### src/rtl/alba_pkg.sv
// Shared encodings for the albaCore control unit: opcodes, ALU selects,
// controller states and fault codes.
package alba_pkg;

  localparam logic [3:0] OP_ADD     = 4'd0;
  localparam logic [3:0] OP_SUB     = 4'd1;
  localparam logic [3:0] OP_AND     = 4'd2;
  localparam logic [3:0] OP_OR      = 4'd3;
  localparam logic [3:0] OP_XOR     = 4'd4;
  localparam logic [3:0] OP_SHL     = 4'd5;
  localparam logic [3:0] OP_SHR     = 4'd6;
  localparam logic [3:0] OP_MOV     = 4'd7;
  localparam logic [3:0] OP_LD      = 4'd8;
  localparam logic [3:0] OP_ST      = 4'd9;
  localparam logic [3:0] OP_BZ      = 4'd10;
  localparam logic [3:0] OP_BN      = 4'd11;
  localparam logic [3:0] OP_J       = 4'd12;
  localparam logic [3:0] OP_JR      = 4'd13;
  localparam logic [3:0] OP_ILLEGAL = 4'd14;
  localparam logic [3:0] OP_HALT    = 4'd15;

  // ALU selects 0-7 are the plain ALU ops and equal the opcode.
  localparam logic [3:0] ALU_ADD   = 4'd0;
  localparam logic [3:0] ALU_LD    = 4'd8;
  localparam logic [3:0] ALU_ST    = 4'd9;
  localparam logic [3:0] ALU_PCINC = 4'd10;
  localparam logic [3:0] ALU_BR    = 4'd11;
  localparam logic [3:0] ALU_JMP   = 4'd12;
  localparam logic [3:0] ALU_JR    = 4'd13;

  localparam logic [1:0] FAULT_NONE    = 2'd0;
  localparam logic [1:0] FAULT_ILLEGAL = 2'd1;
  localparam logic [1:0] FAULT_BUS     = 2'd2;

  typedef enum logic [3:0] {
    ST_IDLE,
    ST_FETCH,
    ST_DECODE,
    ST_EXEC,
    ST_ADDR,
    ST_MEM,
    ST_BRANCH,
    ST_PCINC,
    ST_HALT
  } state_t;

  function automatic logic is_bus_state(input state_t s);
    return (s == ST_FETCH) || (s == ST_MEM);
  endfunction

endpackage

### src/rtl/alba_decode.sv
// Combinational datapath control decode: maps controller state, opcode,
// ALU flags and the memory ack onto the ALU select and write strobes.
module alba_decode
  import alba_pkg::*;
(
  input  state_t     i_state,
  input  logic [3:0] i_opcode,
  input  logic       i_zero,
  input  logic       i_neg,
  input  logic       i_mem_ack,
  output logic [3:0] o_alu_op,
  output logic       o_rf_we,
  output logic       o_wd_sel,
  output logic       o_pc_we,
  output logic       o_addr_sel,
  output logic       o_mem_we
);

  logic w_is_st;
  assign w_is_st = (i_opcode == OP_ST);

  always_comb begin
    o_alu_op   = ALU_ADD;
    o_rf_we    = 1'b0;
    o_wd_sel   = 1'b0;
    o_pc_we    = 1'b0;
    o_addr_sel = 1'b0;
    o_mem_we   = 1'b0;
    case (i_state)
      ST_EXEC: begin
        o_alu_op = i_opcode;
        o_rf_we  = 1'b1;
      end
      ST_ADDR: o_alu_op = w_is_st ? ALU_ST : ALU_LD;
      ST_MEM: begin
        // A load writes back on the ack cycle itself, straight from mem_rdata.
        o_alu_op   = w_is_st ? ALU_ST : ALU_LD;
        o_addr_sel = 1'b1;
        o_mem_we   = w_is_st;
        if (!w_is_st && i_mem_ack) begin
          o_rf_we  = 1'b1;
          o_wd_sel = 1'b1;
        end
      end
      ST_BRANCH: begin
        o_pc_we = 1'b1;
        case (i_opcode)
          OP_BZ:   o_alu_op = i_zero ? ALU_BR : ALU_PCINC;
          OP_BN:   o_alu_op = i_neg ? ALU_BR : ALU_PCINC;
          OP_J:    o_alu_op = ALU_JMP;
          default: o_alu_op = ALU_JR;
        endcase
      end
      ST_PCINC: begin
        o_alu_op = ALU_PCINC;
        o_pc_we  = 1'b1;
      end
      default: ;
    endcase
  end

endmodule

### config.mk
export PLATFORM = sky130hd
export DESIGN_NAME = alba_decode
export DESIGN_NICKNAME = d
export VERILOG_FILES = /design/src/rtl/alba_pkg.sv /design/src/rtl/alba_decode.sv
export SDC_FILE = /design/constraint.sdc
export NUM_CORES = 1
export LEC_CHECK = 0
export CAP_MARGIN = 30
export CORE_AREA = 5 5 42 44
export DETAILED_ROUTE_END_ITERATION = 10
export DIE_AREA = 0 0 47 49
export REMOVE_ABC_BUFFERS = 1
export SETUP_SLACK_MARGIN = 0.05
export SYNTH_ARGS = -nofsm -noshare
export SYNTH_HDL_FRONTEND = slang
export SYNTH_SLANG_ARGS = --single-unit
### constraint.sdc
create_clock -name vclk -period 3.5
set_input_delay 0.7 -clock vclk [all_inputs]
set_output_delay 0.7 -clock vclk [all_outputs]
set_load 0.02 [all_outputs]
==> impl_metrics.ini <==
[status]
outcome = complete, no violations

[drt]
viasPerCell = 4.49
drt_iter0_markers = 1
ant_nets = 0
drcViolationCount = 0
dr.pass1.iters = 4
avgRoutedWirePerCell_um = 11.4
drt-total-wl_um = 820
vias = 323

[power]
p_int_w = 0.0000263
p_sw_w = 0.0000202
netSwitchingFraction_pct = 43.4
pwr-share-clk_pct = 0
peakVddDrop_uv = 37.6
pwr-share-seq_pct = 0
p_leak_nw = 0.179
pwr_density_cell_nw_per_um2 = 101
p_comb_share_pct = 100.0

[die]
dieArea_um2 = 2300
initial_core_util_pct = 15.5
coreArea_um2 = 1400
rows = 14
die_y_um = 49
die_w_um = 47
io_pins = 20

[layout]
fillerInstances = 163
antenna_cells = 0
seq_cell_count = 0
nNetsFinal = 69
final_cell_mix = clkdlybuf4s50_1, a21oi_1, buf_4, nor2_1
drive_above_1_share_pct = 10.7
register_area_um2 = 0
nClkBuffers = 0
area_delta_synth_final_pct = 111
final_common_cell = clkdlybuf4s50_1

[sta]
hold_viol = 0
setup_violations = 0
relSlewSlack_pct = 80.7
min_period_over_period_pct = 94.7
rsz0062_at_grt = no
maxSlewViolCount = 0
post-route-min-period_ns = 3.31
worst-slew-pin-transition_ns = 0.289
max_freq_mhz = 302
holdWs_ns = 2.28
fin_tns_setup_ns = 0

[clocking]
cts_setup_buffers = 0
holdBufCountCts = 0
ctsResizeCount = 0

[synthesis]
netlist-cell-type-count = 22
synth-xor-area-share_pct = 0
synthAdderAreaFrac_pct = 0
synth_top_family_by_area = simple AND/OR/NAND/NOR gates
ys_seq_area_share_pct = 0
muxShareOfSynthArea_pct = 0
post_synth_and_or_nand_nor_area_fraction_pct = 64.4
yosysWarnings = 0
syn_area_per_cell_um2 = 6.60
syn-cell-area_um2 = 218
postSynthCellCount = 33
synth_compound_area_share_pct = 25.3

[worst_setup_path]
cp-end-kind = primary output
worstSetupStartpointType = input port
arrival_ns = 2.61
required_ns = 2.80
worst-path-max-fanout = 5
worstSetupPathType = in2out

[global_routing]
grt_pass1_vias = 299
grt_pass1_wl_mm = 1.22
antenna_found_initial = 0
grt-ovfl-total = 0
track_usage_pct = 6.60
grt_max_degree = 9

[placement]
dp_hpwl_um = 655
portBuffers = 20
place_congestion = 0.748

[flow_run]
maxCapViolCount = 0

[worst_hold_path]
holdCritPathClass = in2out
[layer usage]
layer | track usage (%) | part of all wire [%] | vias to the layer above
met5 | 0 | 0 | -
met4 | 0 | 0 | 0
met3 | 0.738 | 10 | 0
met2 | 10.6 | 40 | 15
met1 | 9.78 | 49 | 133
li1 | - | - | 175
[final cells by class]
type	count	area [µm²]	area share, %
multi-input cells	29	195	42.5
well taps	16	20.0	4.36
inverters	3	11.3	2.45
repair buffers	24	233	50.7
[synth_stat cells (all sizes together)]
library cell,number,area [µm²]
nand3,2,10.0
a31oi,1,6.26
a21oi,5,25.0
nor4bb,1,10.0
nor2,3,11.3
nand4bb,1,11.3
buf,1,11.3
a311o,1,10.0
nand4b,1,8.76
o21ai,1,5.00
inv,3,11.3
nand2,2,7.51
or4b,1,10.0
nand2b,3,26.3
nor3b,1,7.51
or2b,1,7.51
or3b,1,8.76
nand4,1,6.26
o221ai,1,8.76
or4,2,15.0
[worst max-delay path, cell delays in order]
cell and delay (ns):
clkdlybuf4s50_1 0.49, inv_2 0.07, or4_1 0.51, o221ai_1 0.21, clkdlybuf4s50_1 0.63
[power groups by stage]
stage	registers, W	logic (W)	clock network [W]
floorplan	0	0.0000168	0
global placement	0	0.0000463	0
detailed placement	0	0.0000467	0
CTS	0	0.0000470	0
global route	0	0.0000501	0
finish	0	0.0000464	0
[stage by stage]
stage               power [W]  utilization (%)  setup slack (ns)  cells  instance area (µm²)
finish              0.0000464             32.8             0.185     72                  459
global route        0.0000501             32.8             0.109     72                  459
CTS                 0.0000470             32.6            0.0874     72                  457
detailed placement  0.0000467             32.6            0.0873     72                  457
global placement    0.0000463             32.6             0.131     72                  457
floorplan           0.0000168                -              1.11     32                  206
[logic make-up after synthesis]
kind of cell / count (synthesis)
AO/OA/AOI/OAI: 9
buffers and inverters: 4
AND/OR/NAND/NOR: 20
[worst paths after layout]
| path | endpoint | depth (start not counted) | slack, ns | start |
|---|---|---|---|---|
| setup / recovery | o_alu_op[0] | 5 | 0.19 | i_state[2] |
| hold / removal | o_rf_we | 4 | 2.28 | i_state[1] |
Note: power is estimated with default switching activity, not from simulation.
